## config.mk

```make
export PLATFORM = sky130hd
export DESIGN_NAME = layer_stream_buffer
export DESIGN_NICKNAME = d
export VERILOG_FILES = /design/src/rtl/layer_stream_buffer.sv
export SDC_FILE = /design/constraint.sdc
export NUM_CORES = 1
export LEC_CHECK = 0
export ABC_AREA = 0
export CAP_MARGIN = 25
export CORE_MARGIN = 2
export CORE_UTILIZATION = 30
export CTS_CLUSTER_SIZE = 24
export DETAILED_ROUTE_END_ITERATION = 12
export HOLD_SLACK_MARGIN = 0.05
export PLACE_DENSITY = 0.57
export SKIP_CTS_REPAIR_TIMING = 1
export SLEW_MARGIN = 20
export SYNTH_ARGS = -nofsm -noshare
export SYNTH_HDL_FRONTEND = slang
export SYNTH_SLANG_ARGS = --single-unit
export TNS_END_PERCENT = 20
```

## constraint.sdc

```tcl
create_clock -name clk -period 31.6 [get_ports clk]
set_clock_uncertainty 0.15 [all_clocks]
set_input_delay 4.74 -clock clk [delete_from_list [all_inputs] [get_ports clk]]
set_output_delay 4.74 -clock clk [all_outputs]
set_load 0.02 [all_outputs]
```

## src/rtl/layer_stream_buffer.sv

```systemverilog
// Parallel-to-serial buffer between two fully connected layers: captures a whole
// layer result in one cycle and replays it one activation per cycle, with a one-deep pending slot.
module layer_stream_buffer #(
    parameter int numNeurons = 30,
    parameter int dataWidth  = 16
) (
    input  logic                            clk,
    input  logic                            rst,
    input  logic [numNeurons-1:0]           x_valid,
    input  logic [numNeurons*dataWidth-1:0] x_in,
    output logic [dataWidth-1:0]            out_data,
    output logic                            out_valid,
    output logic                            busy,
    output logic                            overflow,
    output logic                            sync_err
);

    localparam int IW = $clog2(numNeurons);
    localparam logic [IW-1:0] LAST = IW'(numNeurons - 1);

    typedef enum logic {IDLE, STREAM} state_t;
    typedef logic [numNeurons-1:0][dataWidth-1:0] vec_t;

    state_t        state, state_nxt;
    logic [IW-1:0] idx, idx_nxt;
    logic          pend_full, pend_nxt;
    logic          load_a_x, load_a_p, load_p, ovf_set;
    vec_t          buf_a, buf_p;

    logic cap;
    logic skew;

    assign cap  = x_valid[0];
    assign skew = (x_valid != '0) && (x_valid != '1);

    always_comb begin
        state_nxt = state;
        idx_nxt   = idx;
        pend_nxt  = pend_full;
        load_a_x  = 1'b0;
        load_a_p  = 1'b0;
        load_p    = 1'b0;
        ovf_set   = 1'b0;
        case (state)
            IDLE: begin
                if (cap) begin
                    load_a_x  = 1'b1;
                    idx_nxt   = '0;
                    state_nxt = STREAM;
                end
            end
            STREAM: begin
                if (idx != LAST) begin
                    idx_nxt = idx + 1'b1;
                    if (cap) begin
                        if (!pend_full) begin
                            load_p   = 1'b1;
                            pend_nxt = 1'b1;
                        end else begin
                            ovf_set = 1'b1;
                        end
                    end
                end else begin
                    // Last element: hand over to the pending vector or a fresh capture without a gap
                    idx_nxt = '0;
                    if (pend_full) begin
                        load_a_p = 1'b1;
                        if (cap) load_p = 1'b1;
                        else     pend_nxt = 1'b0;
                    end else if (cap) begin
                        load_a_x = 1'b1;
                    end else begin
                        state_nxt = IDLE;
                    end
                end
            end
            default: state_nxt = IDLE;
        endcase
    end

    always_ff @(posedge clk or negedge rst) begin
        if (!rst) begin
            state     <= IDLE;
            idx       <= '0;
            pend_full <= 1'b0;
            overflow  <= 1'b0;
            sync_err  <= 1'b0;
        end else begin
            state     <= state_nxt;
            idx       <= idx_nxt;
            pend_full <= pend_nxt;
            overflow  <= overflow | ovf_set;
            sync_err  <= sync_err | skew;
        end
    end

    // Data buffers carry no reset; their contents are only observed while streaming
    always_ff @(posedge clk) begin
        if (load_a_x)      buf_a <= x_in;
        else if (load_a_p) buf_a <= buf_p;
        if (load_p)        buf_p <= x_in;
    end

    assign out_valid = (state == STREAM);
    assign out_data  = out_valid ? buf_a[idx] : '0;
    assign busy      = out_valid | pend_full;

endmodule

```

Yosys cells after proc, flatten, opt, wreduce, memory -nomap -nowiden --
Cells that the tools add are included.
Word-level totals: flip-flop bits (word level) 969, input bits 512, output and inout bits 20, word-level logic and storage cells 107
Cells by class: add/subtract/negate cells 1, $lt $le $gt $ge 1, equal/unequal tests 4, multiplexer cells 28, bitwise logic cells 4, reduce and logical (&&, ||, !) cells 4
Operator list (number):
- $mux W480 | 2
- $bmux W16 S5 | 1
- $mux W16 | 2
- $ne A30 B30 Y1 const B | 1
- $reduce_bool A30 Y1 | 1
- $mux W1 | 18
- $mux W5 | 2
- $pmux W5 S2 | 1
- $lt A5 B6 Y1 const B | 1
- $add A5 B1 Y5 const B | 1
- $ne A5 B5 Y1 const B | 1
- $ne A2 B2 Y1 const B | 2
- $pmux W1 S2 | 2
- $or A1 B1 Y1 | 3
- $reduce_and A2 Y1 | 1
- $reduce_bool A2 Y1 | 1
- $logic_and A1 B1 Y1 | 1
- $not A1 Y1 | 1

Logic depth before layout (Yosys ltp) --
depth after elaboration 5, mapped depth 13, mapped depth without buffers 6

Least setup slack after synthesis --
Ideal clock, no wire load.
path kind in2reg, start input port x_valid[0], end register buf_a[0] (netlist bit) (enable), library setup time 1.333 ns, arrival time 24.808 ns, required time 30.117 ns, path slack 5.309 ns, cell stages on the path 3, path buffers 1, cells stage by stage buf_2 > a21oi_1 > nor2_1
Between the ends: word-level cells in the longest chain between the ends 5
RTL lines:
- start: declaration | RTL line 9 | input logic [numNeurons-1:0] x_valid,
- $mux W1 * | RTL line 46, 70
- $mux W1 | RTL line 66 | if (pend_full) begin
- $mux W1 | RTL line 53 | if (idx != LAST) begin
- $pmux W1 S2 * | RTL line 44 | case (state)
- $reduce_bool A2 Y1 (no source line) *
- end signal: assignment | RTL line 99 | if (load_a_x) buf_a <= x_in;
- end signal: assignment | RTL line 100 | else if (load_a_p) buf_a <= buf_p;
- end: declaration | RTL line 28 | vec_t buf_a, buf_p;
Every way passes the cells marked *; elsewhere a longest branch is shown, timed or not. A chain may end at the register's enable or synchronous reset.

Final worst setup path --
start register idx[1], end output port out_data[9]
Between the ends: word-level cells in the longest chain between the ends 3
RTL lines:
- start: declaration | RTL line 25 | logic [IW-1:0] idx, idx_nxt;
- start signal: assignment | RTL line 90 | idx <= idx_nxt;
- $bmux W16 S5 | RTL line 105 | assign out_data = out_valid ? buf_a[idx] : '0;
- $mux W16 (implied by the code) | RTL line 105
- $mux W16 | RTL line 105
- end: declaration | RTL line 11 | output logic [dataWidth-1:0] out_data,
Every way passes these cells. The select of a mux whose other input is x is not followed.

==> flow_summary_export.csv <==
group,metric,value,unit
synth,synth_ff_type,"sky130_fd_sc_hd__edfxtp_1",
power,total_leakage_power,17.0,nW
routing,drt-wirelength-per-cell,25.2,µm
worst_setup_path,setup.worst_path.start_class,"flop",
clock_tree,clock_tree_from_tritoncts,"built",
synth,syn_area_per_cell,20.2,µm²
run,drv_cap,0,
synth,yosys_warnings,0,
final_layout,top_library_cells_by_usage_in_the_layout_fill_and_taps_aside,"sky130_fd_sc_hd__edfxtp_1, sky130_fd_sc_hd__clkdlybuf4s50_1, sky130_fd_sc_hd__mux2_2",
global_route,antenna_found_initial,23,
synth,synth_area,40100,µm²
timing,transition_at_the_pin_with_the_smallest_max_transition_slack,1120,ps
worst_setup_path,worstPathRequired,26710,ps
clock_tree,cts-root-to-sink-buffers,3,
worst_setup_path,timing.critical_path.arrival,4970,ps
floorplan,die_x,370,µm
synth,ys_async_sr_fraction,0.929,%
place,gp_routability_congestion,0.833,
routing,drt_first_iter_violations,1716,
synth,post_synth_num_cell_types,43,
global_route,groute.layer.met3.usage,3.78,%
place,place.detailed.hpwl,78.0,mm
clock_tree,insertion_delay,710,ps
synth,synth_sequential_area_ratio,72.5,%
timing,max_freq,0.101,GHz
clock_tree,root_buffer,"sky130_fd_sc_hd__clkbuf_16",
final_layout,post_route_cells_drive_above_1_share,30.0,%
final_layout,final_common_cell,"sky130_fd_sc_hd__edfxtp_1",
timing,timing.final.max_slew_violations,0,
power,worst_ir_drop_on_vdd,0.0390,mV
clock_tree,total_clock_buffers_created_by_cts,106,
routing,ant_nets,0,
routing,detailedRoute.firstPassIterationCount,5,
final_layout,register_area,29100,µm²
routing,wirelength,111,mm
clock_tree,cts.reportedPaths.clkPinSlew,60,ps
global_route,overall_global_routing_usage,15.9,%
global_route,pin_count_of_the_biggest_net_entering_global_routing,163,
floorplan,num_io_pins,532,
power,p_per_area,53.1,nW/µm²
global_route,first_global_vias,21900,
global_route,grt_pass1_wl,155,mm
synth,syn_inst,1983,
floorplan,core_area,133000,µm²
clock_tree,clock_sinks,969,
floorplan,core.rowCount,134,
synth,synth_seq_cells,969,
clock_tree,ctsHtreeMaxLevel,3,
routing,drt-vias-per-instance,4.73,
global_route,busiest_layer,"met2",
global_route,gr_met2_demand_resource,26.3,%
timing,timing.final.crit_period,9860,ps
final_layout,area_growth,26.3,%
routing,route.detailed.drc,0,
timing,timing.max_slew.rel_slack,25.3,%
final_layout,finish.net_count,3053,
synth,synth-edff-count,960,
place,port_buffers,531,
timing,final-setup-viol-count,0,
final_layout,layout.filler_cells,12100,
worst_setup_path,path_type_of_the_worst_setup_path,"flop to output port",
worst_hold_path,min-delay-path-class,"flop to flop",
timing,rsz0062_at_grt,"no",
floorplan,design.die.area,137000,µm²
global_route,use_met1,20.7,%
outcome,result_of_the_run,"complete, no violations",
routing,vias,20800,
timing,setup_tns_final,0,ps
worst_setup_path,worst_setup_path_end_kind,"output port",
worst_setup_path,worstPathMaxFanout,64,
final_layout,multi_input_comb_area,10300,µm²
timing,post-route-period-util,31.2,%
floorplan,floorplan.initialDensity,30.1,%
synth,postSynthNetCount,2497,
timing,finalHoldViolations,0,
floorplan,die_h,370,µm
timing,holdWs,331,ps
global_route,globalRouteOverflowTotal,0,
stage by stage:
| step | util, % | cells | cell area, µm² | power (mW) | setup slack, ps |
|---|---|---|---|---|---|
| final | 38.1 | 4395 | 50600 | 2.69 | 21740 |
| after global routing | 38.1 | 4393 | 50600 | 2.77 | 21460 |
| after CTS | 38.0 | 4389 | 50500 | 2.72 | 21600 |
| after detailed placement | 35.5 | 4196 | 47200 | 1.51 | 21010 |
| after global placement | 35.5 | 4194 | 47100 | 1.51 | 21150 |
| after floorplan | - | 1983 | 40100 | 1.43 | 5310 |
worst max-delay path, cell delays in order, from the launching register on:
cell,delay [ps]
sky130_fd_sc_hd__dfrtp_4,940
sky130_fd_sc_hd__buf_4,840
sky130_fd_sc_hd__mux4_2,380
sky130_fd_sc_hd__o22ai_1,110
sky130_fd_sc_hd__nor3_1,810
sky130_fd_sc_hd__o221a_1,320
sky130_fd_sc_hd__clkdlybuf4s50_1,760
registers in the layout, indices dropped and copies added (netlist names):
signal / flops
sync_err: 1
buf_a: 480
overflow: 1
idx: 5
out_valid: 1
pend_full: 1
buf_p: 480
worst paths after layout:
kind / slack, ps / depth (start not counted) / start / to
max in group asynchronous: 26620 / 1 / rst / idx[1]$_DFFE_PN0P_
worst min register to register: 330 / 1 / sync_err$_DFF_PN0_ / sync_err$_DFF_PN0_
worst max register to register: 25050 / 9 / idx[1]$_DFFE_PN0P_ / buf_p[25]$_DFFE_PP_
worst max-delay path: 21740 / 6 / idx[1]$_DFFE_PN0P_ / out_data[9]
worst min-delay path: 330 / 1 / sync_err$_DFF_PN0_ / sync_err$_DFF_PN0_
min in group asynchronous: 4250 / 1 / rst / sync_err$_DFF_PN0_
final cells by class:
| type | instances | area share (%) |
|---|---|---|
| multi-input cells | 892 | 20.3 |
| inverters | 6 | 0.0445 |
| repair buffers | 564 | 11.2 |
| clock buffers | 127 | 5.40 |
| clock inverters | 66 | 1.21 |
| well taps | 1768 | 4.37 |
| flip-flops and latches | 969 | 57.4 |
| diodes | 3 | 0.0148 |
kinds of logic (layout without fill, tap and decap cells):
family	count (synthesis)	after routing	synth area share [%]
AOI/OAI and AO/OA	158	158	3.03
adders and majority gates	2	2	0.0624
buffers and inverters	122	763	1.90
other	0	3	0
xor gates and xnor gates	1	1	0.0219
muxes	625	625	21.1
and+or+nand+nor	106	106	1.38
DFF	969	969	72.5
cell usage after synthesis (3+ instances only):
master                     instances  area, µm²
sky130_fd_sc_hd__nor2_1            4       15.0
sky130_fd_sc_hd__a211o_1          16        140
sky130_fd_sc_hd__nor4_1            7       43.8
sky130_fd_sc_hd__o22ai_1          35        219
sky130_fd_sc_hd__mux4_2           64       1440
sky130_fd_sc_hd__inv_1             5       18.8
sky130_fd_sc_hd__nand2b_1          3       18.8
sky130_fd_sc_hd__dfrtp_1           9        225
sky130_fd_sc_hd__a21oi_1          19       95.1
sky130_fd_sc_hd__nand4_1          10       62.6
sky130_fd_sc_hd__buf_6            27        304
sky130_fd_sc_hd__clkbuf_1         21       78.8
sky130_fd_sc_hd__a211oi_1         16        120
sky130_fd_sc_hd__nor2b_1          17        106
sky130_fd_sc_hd__nor3_1           16       80.1
sky130_fd_sc_hd__buf_4             7       52.6
sky130_fd_sc_hd__nand2_1          39        146
sky130_fd_sc_hd__mux2_2          328       3690
sky130_fd_sc_hd__o31ai_1          16        120
sky130_fd_sc_hd__buf_2            59        295
sky130_fd_sc_hd__o221a_1          14        158
sky130_fd_sc_hd__mux2_4          200       3000
sky130_fd_sc_hd__o21ai_0           3       15.0
sky130_fd_sc_hd__mux2i_1          33        330
sky130_fd_sc_hd__edfxtp_1        960      28800
sky130_fd_sc_hd__a221oi_1         32        280
per-layer routing:
metal / part of all wire [%] / vias to the layer above
met2: 49 / 665
li1: - / 9221
met4: 2.1 / 30
met5: 0.16 / -
met1: 42 / 10700
met3: 6.6 / 141
report_power, final:
part	internal, mW	total, mW	switching [mW]
clock	0.689	1.20	0.510
combinational	0.0570	0.0853	0.0283
sequential	1.40	1.40	0.00000411
total	2.15	2.69	0.538
No activity file was read; power rests on OpenSTA's default activity.
